--- src/rtl/ifetch_unit.sv ---
// Instruction fetch unit: turns accepted fetch addresses into ordered memory reads
// and returns {pc, instruction} pairs, with credit-based flow control and flush.
module ifetch_unit #(
    parameter int XLEN  = 32,
    parameter int DEPTH = 2
) (
    input  logic            clk,
    input  logic            rst_n,
    input  logic            pc_valid_i,
    input  logic [XLEN-1:0] pc_i,
    output logic            pc_ready_o,
    input  logic            flush_i,
    output logic            mem_req_o,
    output logic [XLEN-1:0] mem_addr_o,
    input  logic            mem_gnt_i,
    input  logic            mem_rvalid_i,
    input  logic [31:0]     mem_rdata_i,
    output logic            instr_v_o,
    output logic [31:0]     instr_o,
    output logic [XLEN-1:0] instr_pc_o,
    input  logic            instr_ok_i,
    output logic            proto_err_o
);

    localparam int CW = $clog2(DEPTH + 1);
    localparam int UW = CW + 2;
    localparam int PW = (DEPTH > 1) ? $clog2(DEPTH) : 1;

    typedef enum logic {S_IDLE, S_REQ} state_e;
    typedef logic [CW-1:0] cnt_t;
    typedef logic [PW-1:0] ptr_t;

    function automatic ptr_t ptr_inc(input ptr_t p);
        return (p == ptr_t'(DEPTH - 1)) ? '0 : p + ptr_t'(1);
    endfunction

    state_e          state_q, state_d;
    logic [XLEN-1:0] pc_q, pc_d;
    cnt_t            out_q, out_d;
    cnt_t            kill_q, kill_d;
    cnt_t            rf_cnt_q, rf_cnt_d;
    ptr_t            pq_wptr_q, pq_wptr_d, pq_rptr_q, pq_rptr_d;
    ptr_t            rf_wptr_q, rf_wptr_d, rf_rptr_q, rf_rptr_d;
    logic            proto_err_q, proto_err_d;

    logic [XLEN-1:0] pq_pc_q   [DEPTH];
    logic [XLEN-1:0] rf_pc_q   [DEPTH];
    logic [31:0]     rf_data_q [DEPTH];

    logic            grant, rv_ok, rv_kill, pending, accept;
    logic            pq_push, pq_pop, rf_push, rf_pop;
    cnt_t            rf_occ;
    logic [UW-1:0]   used;

    // Credit check uses registered occupancy only, so a pop frees its slot one cycle later.
    always_comb begin
        grant      = (state_q == S_REQ) && mem_gnt_i;
        rv_ok      = mem_rvalid_i && (out_q != '0);
        rv_kill    = rv_ok && (kill_q != '0);
        rf_occ     = flush_i ? '0 : rf_cnt_q;
        // A flushed ungranted request is withdrawn; a granted one still owns a slot.
        pending    = flush_i ? grant : (state_q == S_REQ);
        used       = UW'(rf_occ) + UW'(out_q) + UW'(pending);
        pc_ready_o = ((state_q == S_IDLE) || grant || flush_i) && (used < UW'(DEPTH));
        accept     = pc_valid_i && pc_ready_o;
    end

    // NOTE: every always_comb output gets a default first, so no path can infer a latch.
    always_comb begin
        state_d = state_q;
        pc_d    = pc_q;
        if (accept) begin
            state_d = S_REQ;
            pc_d    = pc_i;
        end else if (grant || flush_i) begin
            state_d = S_IDLE;
        end
    end

    always_comb begin
        out_d   = out_q + cnt_t'(grant) - cnt_t'(rv_ok);
        kill_d  = kill_q;
        if (flush_i) begin
            kill_d = out_d;
        end else if (rv_kill) begin
            kill_d = kill_q - cnt_t'(1);
        end

        // PC queue entries track every granted read, killed or not, and drain with responses.
        pq_push   = grant;
        pq_pop    = rv_ok;
        pq_wptr_d = pq_push ? ptr_inc(pq_wptr_q) : pq_wptr_q;
        pq_rptr_d = pq_pop  ? ptr_inc(pq_rptr_q) : pq_rptr_q;

        rf_push = rv_ok && !rv_kill && !flush_i;
        rf_pop  = instr_v_o && instr_ok_i && !flush_i;
        if (flush_i) begin
            rf_cnt_d  = '0;
            rf_wptr_d = '0;
            rf_rptr_d = '0;
        end else begin
            rf_cnt_d  = rf_cnt_q + cnt_t'(rf_push) - cnt_t'(rf_pop);
            rf_wptr_d = rf_push ? ptr_inc(rf_wptr_q) : rf_wptr_q;
            rf_rptr_d = rf_pop  ? ptr_inc(rf_rptr_q) : rf_rptr_q;
        end

        proto_err_d = proto_err_q || (mem_rvalid_i && (out_q == '0));
    end

    // NOTE: sequential state uses non-blocking assignments so all flops update together.
    always_ff @(posedge clk or negedge rst_n) begin
        if (!rst_n) begin
            state_q     <= S_IDLE;
            pc_q        <= '0;
            out_q       <= '0;
            kill_q      <= '0;
            pq_wptr_q   <= '0;
            pq_rptr_q   <= '0;
            rf_cnt_q    <= '0;
            rf_wptr_q   <= '0;
            rf_rptr_q   <= '0;
            proto_err_q <= 1'b0;
        end else begin
            state_q     <= state_d;
            pc_q        <= pc_d;
            out_q       <= out_d;
            kill_q      <= kill_d;
            pq_wptr_q   <= pq_wptr_d;
            pq_rptr_q   <= pq_rptr_d;
            rf_cnt_q    <= rf_cnt_d;
            rf_wptr_q   <= rf_wptr_d;
            rf_rptr_q   <= rf_rptr_d;
            proto_err_q <= proto_err_d;
        end
    end

    // NOTE: storage arrays have no reset; counts and pointers decide which entries are live.
    always_ff @(posedge clk) begin
        if (pq_push) begin
            pq_pc_q[pq_wptr_q] <= pc_q;
        end
        if (rf_push) begin
            rf_pc_q[rf_wptr_q]   <= pq_pc_q[pq_rptr_q];
            rf_data_q[rf_wptr_q] <= mem_rdata_i;
        end
    end

    assign mem_req_o   = (state_q == S_REQ);
    assign mem_addr_o  = {pc_q[XLEN-1:2], 2'b00};
    assign instr_v_o   = (rf_cnt_q != '0);
    assign instr_o     = instr_v_o ? rf_data_q[rf_rptr_q] : '0;
    assign instr_pc_o  = instr_v_o ? rf_pc_q[rf_rptr_q] : '0;
    assign proto_err_o = proto_err_q;

endmodule

--- config.mk ---
export PLATFORM = sky130hd
export DESIGN_NAME = ifetch_unit
export DESIGN_NICKNAME = d
export VERILOG_FILES = /design/src/rtl/ifetch_unit.sv
export SDC_FILE = /design/constraint.sdc
export NUM_CORES = 1
export LEC_CHECK = 0
export CAP_MARGIN = 15
export CORE_MARGIN = 2
export CORE_UTILIZATION = 50
export DETAILED_ROUTE_END_ITERATION = 8
export PLACE_DENSITY = 0.74
export REMOVE_ABC_BUFFERS = 1
export SYNTH_ARGS = -nofsm -noshare
export SYNTH_HDL_FRONTEND = slang
export SYNTH_SLANG_ARGS = --single-unit
export TNS_END_PERCENT = 5
--- constraint.sdc ---
create_clock -name clk -period 4.94 [get_ports clk]
set_input_delay 0.494 -clock clk [delete_from_list [all_inputs] [get_ports clk]]
set_output_delay 0.494 -clock clk [all_outputs]
set_load 0.02 [all_outputs]
; ---- Yosys cells after proc, flatten, opt, wreduce, memory -nomap -nowiden
; Memory sizes are Yosys's and may differ from the RTL's.
; Index checks and enable logic that the tools add are counted.
[classes]
n_shift = 0
n_addsub = 11
mul = 0
bitwise = 1
div = 0
n_eq_ne = 0
n_lt_le_gt_ge = 1
n_mux = 21
reduce_logical = 24
[ops]
columns = operator, n
row1 = 32-bit two-way mux, 2
row2 = 1-bit two-way mux, 15
row3 = 2-bit nonzero test, 7
row4 = 1-bit logical AND, 10
row5 = 2-bit two-way mux, 4
row6 = "1-bit adder, second input constant", 4
row7 = 2-bit by 1-bit adder with 2-bit output, 2
row8 = 3-bit by 1-bit adder with 4-bit output, 1
row9 = 1-bit logical OR, 4
row10 = "4-bit by 2-bit < comparator with 1-bit output, second input constant", 1
row11 = 2-bit by 1-bit subtractor with 2-bit output, 2
row12 = 2-bit by 2-bit adder with 3-bit output, 1
row13 = 1-bit logical NOT, 2
row14 = 2-bit logical NOT, 1
row15 = "2-bit by 1-bit subtractor with 2-bit output, second input constant", 1
row16 = 1-bit inverter, 1
[word_totals]
latch_bits = 0
mem_bits_ro = 0
wordCells = 71
ramBits = 192
in_bits = 71
regBits = 44
mem_count = 3
[mem_list]
columns = memory, depth, width, read_ports, rd_clocked_by_memory_dff, write_ports, line
row1 = pq_pc_q, 2, 32, 1, 0, 1, 46  ; logic [XLEN-1:0] pq_pc_q [DEPTH];
row2 = rf_data_q, 2, 32, 1, 0, 1, 48  ; logic [31:0] rf_data_q [DEPTH];
row3 = rf_pc_q, 2, 32, 1, 0, 1, 47  ; logic [XLEN-1:0] rf_pc_q [DEPTH];

; ---- Longest topological paths before layout
[logic_depth]
depth_word = 9
depth_mapped = 9
ltp_nobuf = 8

; ---- Worst setup path before layout
; OpenSTA, ideal clock, no wires.
[synth_timing]
path_kind = input-to-reg
from = in flush_i
to = mem rf_data_q[0][0], enable pin
setup_slack_ps = 906
n_path_buf = 1
t_arrival_ps = 3548
cell_stages = 4
setup_ps = 486
required_ps = 4454
cell_sequence = buf_6 inv_1 nand3_1 nor2_1
[synth_via]
elab_chain_len = 4
[synth_lines]
columns = element, line
row1 = from (decl), 12  ; input logic flush_i,
row2 = 1-bit logical NOT, 95  ; rf_push = rv_ok && !rv_kill && !flush_i;
row3 = 1-bit logical AND, 95
row4 = 1-bit two-way mux, 142  ; if (rf_push) begin
row5 = 1-bit two-way mux (not written as such), 144  ; rf_data_q[rf_wptr_q] <= mem_rdata_i;
row6 = to (decl), 48
; Every way passes these cells.

; ---- Worst setup path in the final report
[layout_timing]
from = in flush_i
to = out pc_ready_o
[layout_via]
elab_chain_len = 5
word_cells_on_any_way = 7
classes_between = 2 x add/sub / 1 x order compare / 2 x mux / 2 x reduce/logical
[layout_lines]
columns = element, line
row1 = 2-bit two-way mux, 60  ; rf_occ = flush_i ? '0 : rf_cnt_q;
row2 = 2-bit by 2-bit adder with 3-bit output, 63  ; used = UW'(rf_occ) + UW'(out_q) + UW'(pending);
row3 = 3-bit by 1-bit adder with 4-bit output, 63
row4 = 4-bit by 2-bit < comparator with 1-bit output, 64  ; pc_ready_o = ((state_q == S_IDLE) || grant || flush_i) && (used < UW'(DEPTH));
row5 = 1-bit logical AND (*), 64
row6 = to (decl), 11  ; output logic pc_ready_o,
; Mark *: on every way between the ends. The rest lies on a longest branch, timed or not.

==> impl_metrics.ini <==
[power]
irDropWorstVdd_uv = 468
p_leak_nw = 4.12
power_density_mw_per_mm2 = 550

[floorplanning]
io_pins = 171
start_util = 0.505
row_count = 50
die_w_um = 141
coreArea_mm2 = 0.0185
dieHeight_um = 141
die-area_mm2 = 0.0198

[drt]
post_drt_wl_per_cell_um = 18.0
drc = 0
ant_nets = 0
drt_first_pass_iters = 4
drt_wl_total_um = 16900
drt_iter0_markers = 171
vias = 4797
via_per_inst = 5.10

[cts]
ctsResizeCount = 0
holdBufCountCts = 0
cts_inserted_buffers = 23
cts_sinks = 236
clk_pin_slew_worst_paths_ns = 0.06
cts_tree = done
worstSkewPairLatency_ns = 0.50
cts-root-buf = clkbuf_16
post-cts-setup-buffers = 0
ctsLongestPathBuffers = 3
h-tree-depth = 1

[timing]
fin_ws_ns = 1.39
skew_ns = 0.0144
clock.fmax_ghz = 0.281
maxSlewHeadroom = 0.309
fin_crit_sh = 0.719
setup_viol = 0
finalHoldViolations = 0
rsz0062_at_grt = no
worstMarginPinSlew_ns = 1.03
slew_violations = 0
fin_crit_ns = 3.55
finalSetupTns_ns = 0

[cells_and_area]
layout.nets = 767
syn2layout_area_growth_pct = 27.1
regArea_mm2 = 0.00687
multiInputGateArea_mm2 = 0.00212
insertedDiodeCount = 0
fill_cells = 1320
drive_above_1_share = 0.166
final_cells = 940

[grt]
use_met1 = 0.226
track_usage = 0.171
grt_use_met2 = 0.297
gr-total-overflow = 0
grt_max_degree = 53
grt_busiest_layer = met2
met3_usage = 0.0302
antenna_found_initial = 0
grt_pass1_vias = 5195
grt_pass1_wl_um = 26600

[logic_synthesis]
synthMuxAreaShare = 0.158
yosysTopAreaCell = edfxtp_1
yosysSeqAreaShare = 0.734
synthTopCellsByCount = edfxtp_1 (192), nor2_1 (76), mux2i_1 (64), dfrtp_1 (44), mux2_2 (34)
synth_edf_count = 192
netlist_instances = 541
synth_ff_type = edfxtp_1
synth_compound_area_frac = 0.00575
synth_top_family_by_area = multiplexers
ys_types = 31
async_flop_share = 0.186
synth_most_common_cell = edfxtp_1
synth_fa_ha_area_frac = 0.0102
synth-simple-area-share = 0.0407
ys_top_cells_by_area = edfxtp_1 (62%), dfrtp_1 (12%), mux2i_1 (6.9%)
yosys_register_bits = 236
synth_xor_area_frac = 0.00816
avgSynthCellArea_um2 = 17.3
syn_area_mm2 = 0.00935
yosys_warnings = 0
synth_top_area_frac = 0.617

[worst_setup_path]
crit_path_end_kind = output port
reg2reg_to = pc_q[12]
ff2ff_path_depth = 8
crit_path_start_kind = input pin
crit_path_max_fanout = 9
cp.required_ns = 4.45
r2r-start = rf_cnt_q[0]
r2r_slack_ns = 1.92
crit_arrival_ns = 3.06
critPathKind = in2out

[place]
dpl.hpwl_um = 10600
place.gp.congestion = 0.818
port_buffers = 168
placedCellCount = 897
pre_cts_slack_ns = 1.20

[min_path]
hold_class = in2async

[flow_run]
maxCapViolCount = 0

[run_status]
status = completed
metal layers:
metal | share of wire | wire length (um) | up-vias
met4 | 0.022 | 365 | 0
met2 | 0.49 | 8320 | 160
met3 | 0.054 | 911 | 37
met5 | 0 | 0 | -
met1 | 0.43 | 7300 | 2363
li1 | - | - | 2237
critical path: stages:
cell             delay, ns
clkdlybuf4s50_1       0.71
nor2b_1               0.12
ha_1                  0.32
a31oi_1               0.11
fa_1                  0.52
nand2_1               0.07
nor2_1                0.09
clkdlybuf4s50_1       0.61
metrics by stage:
step            util  power (mW)  hold slack, ns  cell area, um2
6_report       0.642        6.54          0.0858           11900
5_1_grt        0.642        6.83           0.123           11900
4_1_cts        0.641        6.60          0.0997           11900
3_5_place_dp   0.597        4.77           0.448           11100
3_3_place_gp   0.597        4.69           0.443           11100
2_1_floorplan      -        3.97           0.198            8990
cells by family after synthesis:
| kind of cell | after synthesis |
|---|---|
| AND/OR/NAND/NOR | 90 |
| flip-flops | 236 |
| AO/OA/AOI/OAI | 9 |
| multiplexers | 128 |
| adder cells (fa/ha/maj) | 7 |
| other | 1 |
| XOR/XNOR | 7 |
| buffers and inverters | 63 |
layout by cell type, fill, tap and decap left out, types with 7 or more instances in the layout:
cell and n:
clkbuf_1 7, clkbuf_16 23, clkdlybuf4s50_1 167, dfrtp_1 42, edfxtp_1 192, inv_1 9
mux2_2 34, mux2_4 30, mux2i_1 64, nor2_1 72
power by group:
group	switching (mW)	internal (mW)
registers	0.305	2.62
logic	0.832	0.961
clock network	0.685	1.13
sequential cells by signal, summed over array words and instances (netlist names):
register,flops
rf_pc_q,64
rf_wptr_q,1
pc_q,32
out_q,2
proto_err_o,1
rf_cnt_q,2
kill_q,2
pq_wptr_q,1
pq_rptr_q,1
mem_req_o,1
rf_data_q,64
pq_pc_q,64
rf_rptr_q,1
area by class of cell:
| class | count | area share |
|---|---|---|
| Sequential cell | 236 | 0.578 |
| Inverter | 9 | 0.00284 |
| Timing Repair Buffer | 176 | 0.148 |
| Clock buffer | 34 | 0.0553 |
| Multi-Input combinational cell | 243 | 0.178 |
| Tap cell | 234 | 0.0246 |
| Clock inverter | 8 | 0.0123 |
how the worst max path moves through the flow:
stage,from,slack (ns),end,depth (start not counted)
6_report,flush_i,1.39,pc_ready_o,8
5_1_grt,flush_i,1.33,pc_ready_o,8
4_1_cts,flush_i,1.40,pc_ready_o,8
3_5_place_dp,flush_i,1.20,pc_q[12],9
3_3_place_gp,flush_i,1.38,pc_q[16],9
2_1_floorplan,mem_rvalid_i,0.95,rf_data_q[0][0],4
(Power assumes the default switching activity.)
